File: src/rtl/fetch_unit_if.sv
// Bundles the fetch stage's instruction-memory and decode channels.
// The master is the fetch unit; the slave side is memory plus decode.
interface fetch_unit_if #(
  parameter int ADDR_W = 32,
  parameter int DATA_W = 32
);
  logic              imem_req_valid;
  logic              imem_req_ready;
  logic [ADDR_W-1:0] imem_req_addr;
  logic              imem_rsp_valid;
  logic [DATA_W-1:0] imem_rsp_data;
  logic              inst_valid;
  logic              inst_ready;
  logic [DATA_W-1:0] inst_data;
  logic [ADDR_W-1:0] inst_pc;

  modport master (
    output imem_req_valid, imem_req_addr,
    input  imem_req_ready, imem_rsp_valid, imem_rsp_data,
    output inst_valid, inst_data, inst_pc,
    input  inst_ready
  );

  modport slave (
    input  imem_req_valid, imem_req_addr,
    output imem_req_ready, imem_rsp_valid, imem_rsp_data,
    input  inst_valid, inst_data, inst_pc,
    output inst_ready
  );
endinterface

File: src/rtl/fetch_unit.sv
// Instruction fetch stage: one outstanding imem read, holds the fetched word for
// decode, advances the PC on delivery and discards in-flight reads on flush.
module fetch_unit #(
  parameter int ADDR_W = 32,
  parameter int DATA_W = 32,
  parameter int CNT_W  = 32
) (
  input  logic              clock,
  input  logic              reset,
  input  logic [ADDR_W-1:0] pc_in,
  output logic              pc_advance,
  input  logic              flush,
  fetch_unit_if.master      bus,
  output logic [CNT_W-1:0]  fetch_count
);

  typedef enum logic [2:0] {
    IDLE  = 3'd0,
    ISSUE = 3'd1,
    WAIT  = 3'd2,
    HOLD  = 3'd3,
    DRAIN = 3'd4
  } state_t;

  state_t            state_q, state_d;
  logic [ADDR_W-1:0] req_pc_q, req_pc_d;
  logic [DATA_W-1:0] inst_data_q, inst_data_d;
  logic [ADDR_W-1:0] inst_pc_q, inst_pc_d;
  logic [CNT_W-1:0]  fetch_count_q, fetch_count_d;
  logic              req_valid;
  logic              inst_valid;

  always_ff @(posedge clock or negedge reset) begin
    if (!reset) begin
      state_q       <= IDLE;
      req_pc_q      <= '0;
      inst_data_q   <= '0;
      inst_pc_q     <= '0;
      fetch_count_q <= '0;
    end else begin
      state_q       <= state_d;
      req_pc_q      <= req_pc_d;
      inst_data_q   <= inst_data_d;
      inst_pc_q     <= inst_pc_d;
      fetch_count_q <= fetch_count_d;
    end
  end

  always_comb begin
    state_d       = state_q;
    req_pc_d      = req_pc_q;
    inst_data_d   = inst_data_q;
    inst_pc_d     = inst_pc_q;
    fetch_count_d = fetch_count_q;
    req_valid     = 1'b0;
    inst_valid    = 1'b0;
    pc_advance    = 1'b0;

    unique case (state_q)
      IDLE: state_d = ISSUE;

      ISSUE: begin
        req_valid = 1'b1;
        if (bus.imem_req_ready) begin
          req_pc_d = pc_in;
          // An accepted request carrying a pre-redirect address must be drained.
          state_d  = flush ? DRAIN : WAIT;
        end
      end

      WAIT: begin
        if (flush) begin
          state_d = bus.imem_rsp_valid ? ISSUE : DRAIN;
        end else if (bus.imem_rsp_valid) begin
          inst_data_d = bus.imem_rsp_data;
          inst_pc_d   = req_pc_q;
          state_d     = HOLD;
        end
      end

      HOLD: begin
        // Valid drops during a flush so decode can never complete a handshake on it.
        inst_valid = !flush;
        if (flush) begin
          state_d = ISSUE;
        end else if (bus.inst_ready) begin
          pc_advance    = 1'b1;
          fetch_count_d = fetch_count_q + CNT_W'(1);
          state_d       = ISSUE;
        end
      end

      DRAIN: begin
        if (bus.imem_rsp_valid) state_d = ISSUE;
      end

      default: state_d = IDLE;
    endcase
  end

  assign bus.imem_req_valid = req_valid;
  assign bus.imem_req_addr  = pc_in;
  assign bus.inst_valid     = inst_valid;
  assign bus.inst_data      = inst_data_q;
  assign bus.inst_pc        = inst_pc_q;
  assign fetch_count        = fetch_count_q;

endmodule
File: src/flat_wrapper.sv
// flat-port wrapper written by rule: the top's interface ports become plain ports
module fetch_unit_flat 
#(
  parameter int ADDR_W = 32,
  parameter int DATA_W = 32,
  parameter int CNT_W  = 32
)
  (clock, reset, pc_in, pc_advance, flush, fetch_count, bus_imem_req_valid, bus_imem_req_addr, bus_imem_req_ready, bus_imem_rsp_valid, bus_imem_rsp_data, bus_inst_valid, bus_inst_data, bus_inst_pc, bus_inst_ready);
  fetch_unit_if #(.ADDR_W(ADDR_W), .DATA_W(DATA_W)) bus_i ();
  input  logic clock;
  input  logic reset;
  input  logic [ADDR_W-1:0] pc_in;
  output logic pc_advance;
  input  logic flush;
  output logic [CNT_W-1:0] fetch_count;
  output wire logic [$bits(bus_i.imem_req_valid)-1:0] bus_imem_req_valid;
  output wire logic [$bits(bus_i.imem_req_addr)-1:0] bus_imem_req_addr;
  input wire logic [$bits(bus_i.imem_req_ready)-1:0] bus_imem_req_ready;
  input wire logic [$bits(bus_i.imem_rsp_valid)-1:0] bus_imem_rsp_valid;
  input wire logic [$bits(bus_i.imem_rsp_data)-1:0] bus_imem_rsp_data;
  output wire logic [$bits(bus_i.inst_valid)-1:0] bus_inst_valid;
  output wire logic [$bits(bus_i.inst_data)-1:0] bus_inst_data;
  output wire logic [$bits(bus_i.inst_pc)-1:0] bus_inst_pc;
  input wire logic [$bits(bus_i.inst_ready)-1:0] bus_inst_ready;
  assign bus_imem_req_valid = bus_i.imem_req_valid;
  assign bus_imem_req_addr = bus_i.imem_req_addr;
  assign bus_i.imem_req_ready = bus_imem_req_ready;
  assign bus_i.imem_rsp_valid = bus_imem_rsp_valid;
  assign bus_i.imem_rsp_data = bus_imem_rsp_data;
  assign bus_inst_valid = bus_i.inst_valid;
  assign bus_inst_data = bus_i.inst_data;
  assign bus_inst_pc = bus_i.inst_pc;
  assign bus_i.inst_ready = bus_inst_ready;
  fetch_unit #(.ADDR_W(ADDR_W), .DATA_W(DATA_W), .CNT_W(CNT_W)) u_core (.clock(clock), .reset(reset), .pc_in(pc_in), .pc_advance(pc_advance), .flush(flush), .bus(bus_i), .fetch_count(fetch_count));
endmodule
File: config.mk
export PLATFORM = sky130hd
export DESIGN_NAME = fetch_unit_flat
export DESIGN_NICKNAME = d
export VERILOG_FILES = /design/src/rtl/fetch_unit_if.sv /design/src/rtl/fetch_unit.sv /design/src/flat_wrapper.sv
export SDC_FILE = /design/constraint.sdc
export NUM_CORES = 1
export LEC_CHECK = 0
export CAP_MARGIN = 0
export CORE_MARGIN = 2
export CORE_UTILIZATION = 48
export CTS_CLUSTER_SIZE = 28
export DETAILED_ROUTE_END_ITERATION = 7
export PLACE_DENSITY_LB_ADDON = 0.08
export SYNTH_ARGS = -nofsm -noshare
export SYNTH_HDL_FRONTEND = slang
export SYNTH_SLANG_ARGS = --single-unit
File: constraint.sdc
create_clock -name clock -period 3.05 [get_ports clock]
set_input_delay 0.305 -clock clock [delete_from_list [all_inputs] [get_ports clock]]
set_output_delay 0.305 -clock clock [all_outputs]
set_load 0.05 [all_outputs]
; Word-level counts from Yosys, hierarchy flattened
; Index checks and enable logic that the tools add are counted.
[word_totals]
reg_bits = 131
inputBits = 70
out_inout_bits = 131
elab_cells = 35
[classes]
addsub = 1
n_eq_ne = 8
muxes = 14
n_bitwise = 1
n_reduce_logical = 6
[op_table]
columns = op, count
row1 = $add 32x1->32 const B, 1
row2 = $mux 3, 8
row3 = $pmux 3 s5, 1
row4 = $eq 3x2->1 const B, 2
row5 = $ne 3x3->1 const B, 2
row6 = $reduce_and 3->1, 2
row7 = $mux 1, 5
row8 = $ne 2x2->1 const B, 2
row9 = $reduce_and 4->1, 1
row10 = $eq 3x1->1 const B, 1
row11 = $eq 3x3->1 const B, 1
row12 = $logic_not 3->1, 1
row13 = $reduce_and 2->1, 1
row14 = $logic_not 1->1, 1
row15 = $not 1->1, 1

; Logic depth before layout (Yosys ltp)
; Gate-level depths: netlist (run 1).
[logic_depth]
ltp_word = 3
depth_mapped = 5
mapped_depth_nobuf = 4

; Least setup slack after synthesis (run 1)
; OpenSTA, ideal clock, no wires.
[synth_timing]
kind = reg2reg
startpoint = reg u_core.state_q[1]
endpoint = reg u_core.req_pc_q[10]
setup_ns = 0.125
arrival_ns = 2.577
required_time_ns = 2.925
setup_slack_ns = 0.348
path_stages_with_launch = 6
n_path_buf = 2
period_less_slack_ns = 2.702
path_cell_list = dfrtp_1 > nor3b_1 > and2_1 > buf_2 > buf_2 > mux2_2
[synth_via]
elab_chain_len = 2
[synth_rtl]
columns = element, line_no
row1 = from (decl), fetch_unit.sv:25  ; state_t state_q, state_d;
row2 = from (signal assigned), fetch_unit.sv:41  ; state_q <= state_d;
row3 = $eq 3x1->1, fetch_unit.sv:59  ; unique case (state_q)
row4 = $reduce_and 2->1 (no line), n/a
row5 = to (signal assigned), fetch_unit.sv:42  ; req_pc_q <= req_pc_d;
row6 = to (decl), fetch_unit.sv:26  ; logic [ADDR_W-1:0] req_pc_q, req_pc_d;
; Every way passes these cells.
; A chain may end at the register's enable or synchronous reset.

; Worst setup path after layout (run 1)
[layout_timing]
startpoint = reg u_core.state_q[1]
endpoint = out pc_advance
[layout_via]
elab_chain_len = 2
[layout_rtl]
columns = element, line_no
row1 = $eq 3x2->1, fetch_unit.sv:59
row2 = $mux 1, fetch_unit.sv:59
row3 = to (decl), flat_wrapper.sv:13  ; output logic pc_advance;
; Every way passes these cells.

==> results of run 1 <==
-- logic make-up after synthesis --
group / after synthesis / share of synthesized area, %
AO/OA/AOI/OAI: 7 / 0.712
adder cells (fa/ha/maj): 1 / 0.230
multiplexers: 97 / 20.1
AND/OR/NAND/NOR: 72 / 7.67
buffers and inverters: 53 / 6.14
flip-flops: 131 / 60.2
XOR/XNOR: 31 / 4.99
-- worst min path at each step --
stage	from	to	slack, ns	cells after the start
floorplan	reset	u_core.bus.inst_data[0]	0.009	0
global placement	reset	u_core.bus.inst_pc[10]	0.40	1
detailed placement	reset	u_core.bus.inst_pc[7]	0.40	1
CTS	u_core.fetch_count[31]	u_core.fetch_count[31]	0.48	1
global route	u_core.fetch_count[31]	u_core.fetch_count[31]	0.51	1
finish	u_core.fetch_count[31]	u_core.fetch_count[31]	0.48	1
-- final cells by class --
class | count | share of cell area (%)
Inverter | 8 | 0.378
Clock buffer | 18 | 5.52
Sequential cell | 131 | 41.2
Multi-Input combinational cell | 208 | 23.1
Timing Repair Buffer | 204 | 25.9
Tap cell | 140 | 2.20
Clock inverter | 14 | 1.75
-- flip-flops by register name, summed over array words and instances, names as in the netlist --
name,cells
u_core.bus.inst_data,32
u_core.bus.inst_pc,32
u_core.fetch_count,32
u_core.req_pc_q,32
u_core.state_q,3
-- worst register-to-register path, cell delays in order, from the launching register on --
cell	delay (ns)
dfrtp_1	0.47
nor3b_1	0.28
and2_2	0.73
mux2_2	0.46
-- layer usage --
| metal | global-route usage [%] | up-vias | wire [microns] |
|---|---|---|---|
| li1 | - | 1699 | - |
| met1 | 24.9 | 1778 | 4940 |
| met2 | 33.7 | 140 | 5960 |
| met3 | 5.87 | 13 | 777 |
| met4 | 7.58 | 0 | 159 |
| met5 | 0 | - | 0 |
-- power by group --
part	switching [mW]	total (mW)	internal [mW]
Combinational	1.90	3.14	1.24
Clock	0.722	1.94	1.22
Sequential	0.316	2.64	2.33
-- cells in the final DEF, fill, tap and decap left out, types with 2 or more instances in the layout --
cell type / n
o21ai_0: 4
nand4_1: 6
clkinv_4: 3
nand2_1: 11
inv_1: 8
buf_12: 2
nor3b_1: 2
clkinv_2: 6
dfrtp_1: 131
nand3_1: 9
mux2_2: 97
nor3_1: 12
xnor2_1: 9
and4_1: 4
clkinvlp_4: 3
nand4_2: 2
nor4_1: 8
a21oi_1: 2
and3_1: 3
nor2_1: 8
buf_4: 2
and2_1: 2
clkbuf_16: 17
clkdlybuf4s50_1: 199
bufinv_16: 2
and2_2: 3
xor2_1: 22
-- what timing repair did --
item                       4_1_cts  5_1_grt
hold buffers                     1        0
hold endpoints to repair        54        0
setup endpoints to repair        0        0
==> impl_metrics.yaml, run 1 <==
synth:
  yosysTopAreaCell: "dfrtp_1"
  synth_top_area_share_pct: 60.2
  synth_edf_count: 0
  avgSynthCellArea_sq_um: 13.9
  synthDistinctLibCells: 26
  synth_warnings: 0
  synth-seq-cells: 131
  yosys-top-cells-count: "131 x dfrtp_1, 97 x mux2_2, 32 x buf_4, 22 x xor2_1"
  synthArstFlopShare_pct: 100
  synth_seq_area_share_pct: 60.2
  post-synth-top-count-cell: "dfrtp_1"
  post_synth_main_area_contributors: "dfrtp_1 60%, mux2_2 20%, buf_4 4.4%"
  syn_nets: 463
  syn_area_sq_um: 5450
  synth_ff_type: "dfrtp_1"
  synthCells: 392
critical_path:
  path_cells: "nor3b_4 > and2_2 > clkdlybuf4s50_1"
  cpLargestDelayFamily: "buffers and inverters"
  cp_slowest_cell: "clkdlybuf4s50_1"
  crit_buf_inv: 1
  crit_required_ns: 2.74
  reg2reg_slack_ns: 0.99
  r2r-end: "u_core.req_pc_q[15]"
  endpoint_kind: "output pin"
  arrival_ns: 2.33
  crit_end: "pc_advance"
  r2r-start: "u_core.state_q[0]"
  crit_type: "reg -> out"
  path_depth: 3
  startpoint: "u_core.state_q[1]"
  critPathLaunchType: "register"
  ff2ff_path_depth: 3
  max_stage_delay_ns: 0.81
  crit_path_max_fanout: 8
route:
  vias: 3630
  routed_wl_microns: 11800
  post-route-drc-count: 0
  firstDrtPassIters: 4
  wl_per_cell_microns: 16.4
  drtIter0Drc: 143
  ant_nets: 0
  vias_per_cell: 5.02
die:
  dieArea_sq_um: 12200
  start_util_pct: 49.8
  num_io_pins: 201
  rows: 38
  fp.dieH_microns: 111
  core_region_area_sq_um: 10900
  fp.dieW_microns: 111
grt:
  grt_pass1_vias: 3882
  grt_util_all_layers_pct: 20.2
  grt_pass1_wl_microns: 19700
  grt_max_degree: 65
  overflow: 0
  antenna_found_initial: 0
sta:
  slew_headroom_pct: 45.0
  min_period_over_period_pct: 86.3
  finalHoldViolCount: 0
  period_minus_slack_ns: 2.63
  fmax_mhz: 380
  worst_pin_slew_ns: 0.825
  setup_violations: 0
  fin_tns_setup_ns: 0
  slew_violations: 0
  fin_skew_ns: 0.00707
  layout_setup_ws_ns: 0.417
  whs_ns: 0.481
  rsz0062_at_grt: "no"
pwr:
  p_per_area_nw_per_um2: 971
  peakVddDrop_v: 0.000653
  leakagePower_nw: 3.59
  power_mw: 7.72
clock_tree:
  cts_root_buffer: "clkbuf_16"
  cts_buffer_depth: 2
  clk_pin_slew_ns: 0.06
  cts_inserted_buffers: 17
  post_cts_resized: 0
  post_cts_buffers: 0
  cts_tree: "done"
  clk_latency_ns: 0.40
  cts_max_level: 4
  clkSinkCount: 131
finish:
  antenna_cells: 0
  fin_area_sq_um: 7950
  final_layout_size_suffix_gt1_share_pct: 23.8
  fin_nets: 641
  fin_util_pct: 72.7
  multiInputGateArea_sq_um: 1830
  regArea_sq_um: 3280
  nFillCells: 776
  fin_cells: 723
  area_growth_syn_to_layout_pct: 46.0
placed_design:
  dp_slack_ns: 0.503
  post-place-cells: 690
  dpl.hpwl_microns: 8290
  place.gp.congestion: 0.795
  io_buffers: 200
  placed_area_sq_um: 7360
job:
  max-cap-violations: 0
outcome:
  status: "completed"
min_path:
  hold_class: "reg -> reg"
(Power assumes the default switching activity.)
==> inputs of run 2 (changes only) <==
--- a/config.mk
+++ b/config.mk
@@ -7,9 +7,10 @@
 export LEC_CHECK = 0
 export CAP_MARGIN = 0
 export CORE_MARGIN = 2
-export CORE_UTILIZATION = 48
+export CORE_UTILIZATION = 60
 export CTS_CLUSTER_SIZE = 28
 export DETAILED_ROUTE_END_ITERATION = 7
+export DONT_BUFFER_PORTS = 1
 export PLACE_DENSITY_LB_ADDON = 0.08
 export SYNTH_ARGS = -nofsm -noshare
 export SYNTH_HDL_FRONTEND = slang
==> impl_metrics.yaml, run 2 (synthesis results as in run 1) <==
outcome:
  status: "complete, but fails checks"
  violations: "negative hold slack"
grt:
  grt_pass1_vias: 3366
  grt_max_degree: 132
  antenna_found_initial: 0
  grt_pass1_wl_microns: 17500
  grt_util_all_layers_pct: 22.9
  overflow: 0
placed_design:
  post-place-cells: 461
  dpl.hpwl_microns: 6460
  place.gp.congestion: 0.827
  io_buffers: 0
critical_path:
  max_stage_delay_ns: 0.69
  cpLargestDelayFamily: "simple AND/OR/NAND/NOR gates"
  endpoint_kind: "register"
  crit_buf_inv: 0
  path_cells: "and4_1 > nand4_2 > nor4_1 > xor2_1"
  crit_required_ns: 3.46
  crit_path_max_fanout: 15
  crit_end: "u_core.fetch_count[25]"
  path_depth: 4
  r2r-end: "u_core.fetch_count[25]"
  ff2ff_path_depth: 4
  arrival_ns: 2.52
  r2r-start: "u_core.fetch_count[8]"
  reg2reg_slack_ns: 0.95
  cp_slowest_cell: "dfrtp_1"
  critPathLaunchType: "register"
  crit_type: "reg -> reg"
  startpoint: "u_core.fetch_count[8]"
sta:
  worst_pin_slew_ns: 0.632
  finalHoldViolCount: 131
  fin_skew_ns: 0.00906
  fin_tns_setup_ns: 0
  setup_violations: 0
  slew_headroom_pct: 57.8
  min_period_over_period_pct: 69.0
  rsz0062_at_grt: "no"
  slew_violations: 0
  fmax_mhz: 475
  whs_ns: -0.503
  period_minus_slack_ns: 2.10
die:
  rows: 34
  core_region_area_sq_um: 8760
  fp.dieH_microns: 99.3
  start_util_pct: 62.1
  num_io_pins: 201
  fp.dieW_microns: 99.3
  dieArea_sq_um: 9850
route:
  vias: 3135
  drtIter0Drc: 69
  ant_nets: 0
  vias_per_cell: 5.61
  firstDrtPassIters: 4
  post-route-drc-count: 0
  routed_wl_microns: 10800
  wl_per_cell_microns: 19.3
pwr:
  p_per_area_nw_per_um2: 1070
  peakVddDrop_v: 0.000651
  power_mw: 7.08
  leakagePower_nw: 3.14
finish:
  final_common_cell: "dfrtp_1"
  fin_nets: 509
  final_cell_mix: "131 x dfrtp_1, 97 x mux2_2, 66 x dlygate4sd3_1, 22 x xor2_1, 16 x clkbuf_16"
  area_growth_syn_to_layout_pct: 21.8
  fin_cells: 559
  final_layout_size_suffix_gt1_share_pct: 31.3
  fin_util_pct: 75.7
  antenna_cells: 0
  nFillCells: 549
clock_tree:
  clk_latency_ns: 0.50
  clk_pin_slew_ns: 0.06
  clkSinkCount: 131
  cts_root_buffer: "clkbuf_8"
  cts_tree: "done"
  cts_inserted_buffers: 17
  cts_buffer_depth: 2
  post_cts_buffers: 0
  cts_hold_buffers: 66
  cts_max_level: 4
job:
  max-cap-violations: 0
min_path:
  hold_class: "in -> async"
## run 2: cell types whose count changed in the layout (fill, tap and decap cells not counted), moves of 2 or more
cell | previous run | this run
clkinv_2 | 6 | 2
buf_12 | 2 | 0
bufinv_16 | 2 | 5
dlygate4sd3_1 | 1 | 66
clkinv_4 | 3 | 5
inv_6 | 0 | 2
clkdlybuf4s50_1 | 199 | 0
buf_4 | 2 | 6
clkinvlp_4 | 3 | 1
## run 2: layer usage
layer / vias to the layer above / global-route usage, % / routed length (microns)
met5: - / 0 / 0
met4: 0 / 7.27 / 124
met3: 10 / 7.52 / 802
met2: 131 / 38.7 / 5560
met1: 1576 / 28.0 / 4300
li1: 1418 / - / -
## run 2: worst min path at each step
stage	to	start	slack, ns
global placement	u_core.bus.inst_pc[17]	reset	0.01
CTS	u_core.bus.inst_pc[17]	reset	-0.53
detailed placement	u_core.bus.inst_pc[17]	reset	0.01
global route	u_core.bus.inst_pc[17]	reset	-0.53
finish	u_core.bus.inst_pc[17]	reset	-0.50
floorplan	u_core.bus.inst_data[0]	reset	0.009
## run 2: layout make-up
| type | count | area (sq um) | share of cell area [%] |
|---|---|---|---|
| flip-flops and latches | 131 | 3280 | 49.4 |
| multi-input cells | 208 | 1840 | 27.7 |
| repair buffers | 72 | 706 | 10.6 |
| clock buffers | 17 | 414 | 6.25 |
| clock inverters | 15 | 229 | 3.45 |
| well taps | 108 | 135 | 2.04 |
| inverters | 8 | 30.0 | 0.453 |
## run 2: stage by stage
stage / setup slack (ns) / hold slack, ns / cell area, sq um
after floorplan: 0.348 / 0.00941 / 5450
after global placement: 1.00 / 0.0118 / 5330
after detailed placement: 0.949 / 0.0121 / 5330
after CTS: 0.938 / -0.529 / 6630
after global routing: 0.745 / -0.530 / 6630
final: 0.946 / -0.503 / 6630
## run 2: what timing repair did
action	CTS	global route
gates resized for setup	0	0
endpoints found under the hold margin	198	131
setup endpoints to repair	0	0
## run 2: power breakdown
group,internal [mW],switching (mW)
Clock,1.42,0.756
Combinational,0.597,0.328
Sequential,2.30,1.68
Total,4.32,2.76
==> inputs of run 3 (changes only) <==
--- a/config.mk
+++ b/config.mk
@@ -7,7 +7,7 @@
 export LEC_CHECK = 0
 export CAP_MARGIN = 0
 export CORE_MARGIN = 2
-export CORE_UTILIZATION = 60
+export CORE_UTILIZATION = 57
 export CTS_CLUSTER_SIZE = 28
 export DETAILED_ROUTE_END_ITERATION = 7
 export DONT_BUFFER_PORTS = 1
==> constraint.sdc (replaced) <==
create_clock -name clock -period 1.8 [get_ports clock]
set_input_delay 0.18 -clock clock [delete_from_list [all_inputs] [get_ports clock]]
set_output_delay 0.18 -clock clock [all_outputs]
set_load 0.05 [all_outputs]
==> impl_metrics.yaml, run 3 (synthesis results as in run 1) <==
finish:
  fin_nets: 547
  final_layout_size_suffix_gt1_share_pct: 38.5
  fin_cells: 618
  nFillCells: 577
  final_common_cell: "dfrtp_1"
  area_growth_syn_to_layout_pct: 27.4
  final_cell_mix: "119 x dfrtp_1, 94 x mux2_2, 68 x dlygate4sd3_1, 39 x buf_4, 22 x xor2_1"
clock_tree:
  post_cts_buffers: 0
  clk_latency_ns: 0.49
  cts_tree: "done"
  cts_root_buffer: "clkbuf_8"
  cts_inserted_buffers: 17
  cts_buffer_depth: 2
  clkSinkCount: 131
  cts_max_level: 4
  cts_hold_buffers: 68
  clk_pin_slew_ns: 0.06
grt:
  grt_pass1_wl_microns: 16700
  grt_util_all_layers_pct: 21.1
  grt_pass1_vias: 3358
  grt_max_degree: 132
  antenna_found_initial: 0
  overflow: 0
min_path:
  hold_class: "in -> async"
critical_path:
  crit_required_ns: 1.62
  max_stage_delay_ns: 0.42
  crit_type: "reg -> out"
  critPathLaunchType: "register"
  crit_path_max_fanout: 5
  cp_slowest_cell: "dfrtp_2"
  arrival_ns: 1.55
  path_cells: "nor3b_4 > buf_4 > and2_4"
  endpoint_kind: "output pin"
sta:
  worst_pin_slew_ns: 0.514
  layout_setup_ws_ns: 0.0714
  fmax_mhz: 578
  slew_violations: 0
  min_period_over_period_pct: 96.0
  finalHoldViolCount: 131
  rsz0062_at_grt: "no"
  slew_headroom_pct: 65.7
  fin_skew_ns: 0.00795
  whs_ns: -0.616
  setup_violations: 0
  period_minus_slack_ns: 1.73
outcome:
  status: "complete, but fails checks"
  violations: "negative hold slack"
pwr:
  peakVddDrop_v: 0.00120
  p_per_area_nw_per_um2: 1680
  leakagePower_nw: 3.31
route:
  drtIter0Drc: 114
  routed_wl_microns: 10800
  post-route-drc-count: 0
  wl_per_cell_microns: 17.4
  vias: 3244
  firstDrtPassIters: 4
  ant_nets: 0
  vias_per_cell: 5.25
die:
  fp.dieH_microns: 102
  core_region_area_sq_um: 9240
  rows: 35
  fp.dieW_microns: 102
  start_util_pct: 58.9
  num_io_pins: 201
  dieArea_sq_um: 10400
placed_design:
  dp_slack_ns: 0.132
  dpl.hpwl_microns: 6870
  io_buffers: 0
  place.gp.congestion: 0.823
  post-place-cells: 518
job:
  max-cap-violations: 0
[run 3: final timing paths]
kind                                           from                     end  slack [ns]  depth (start not counted)
worst max-delay path              u_core.state_q[2]          bus_inst_valid        0.07                          3
worst min-delay path                          reset  u_core.bus.inst_pc[10]       -0.62                          0
worst max register to register    u_core.state_q[2]  u_core.fetch_count[21]        0.14                          5
worst min register to register  u_core.req_pc_q[20]  u_core.bus.inst_pc[20]        0.50                          1
max in group asynchronous                     reset       u_core.state_q[2]        2.25                          0
min in group clock                            flush   u_core.fetch_count[4]        0.08                          4
[run 3: area by class of cell]
type | count | area [sq um] | area share (%)
diodes | 1 | 2.50 | 0.0361
clock buffers | 19 | 432 | 6.22
clock inverters | 12 | 134 | 1.93
inverters | 8 | 30.0 | 0.433
multi-input cells | 208 | 1860 | 26.8
flip-flops and latches | 131 | 3290 | 47.5
well taps | 129 | 161 | 2.33
repair buffers | 110 | 1020 | 14.8
[run 3: routing by layer]
layer	up-vias	global-route usage [%]	share of wire, %
li1	1501	-	-
met1	1614	27.0	42
met2	125	32.4	48
met3	4	9.87	8.9
met4	0	6.34	0.60
met5	-	0	0
[run 3: critical path: cells and delay by family (launching register included)]
kind | cells | cell delay [ns]
buffers and inverters | 1 | 0.18
DFF | 1 | 0.42
and+or+nand+nor | 2 | 0.47
[run 3: power breakdown]
group	switching (mW)	internal (mW)
clock	1.21	2.01
sequential	2.70	3.90
combinational	0.692	1.14
[run 3: what timing repair did]
item	4_1_cts	5_1_grt
pin swaps	0	1
resized for setup	1	1
hold endpoints to repair	198	131
endpoints found under the setup margin	1	2
[run 3: metrics by stage]
| step | total power [mW] | cell area (sq um) | util (%) | hold slack, ns | setup TNS [ns] |
|---|---|---|---|---|---|
| finish | 11.6 | 6940 | 75.1 | -0.616 | 0 |
| global route | 12.2 | 6930 | 75.0 | -0.659 | 0 |
| detailed placement | 8.37 | 5680 | 61.5 | -0.112 | 0 |
| global placement | 8.25 | 5680 | 61.5 | -0.112 | 0 |
| CTS | 11.7 | 6930 | 75.0 | -0.647 | 0 |
| floorplan | 8.09 | 5500 | - | -0.116 | -2.81 |
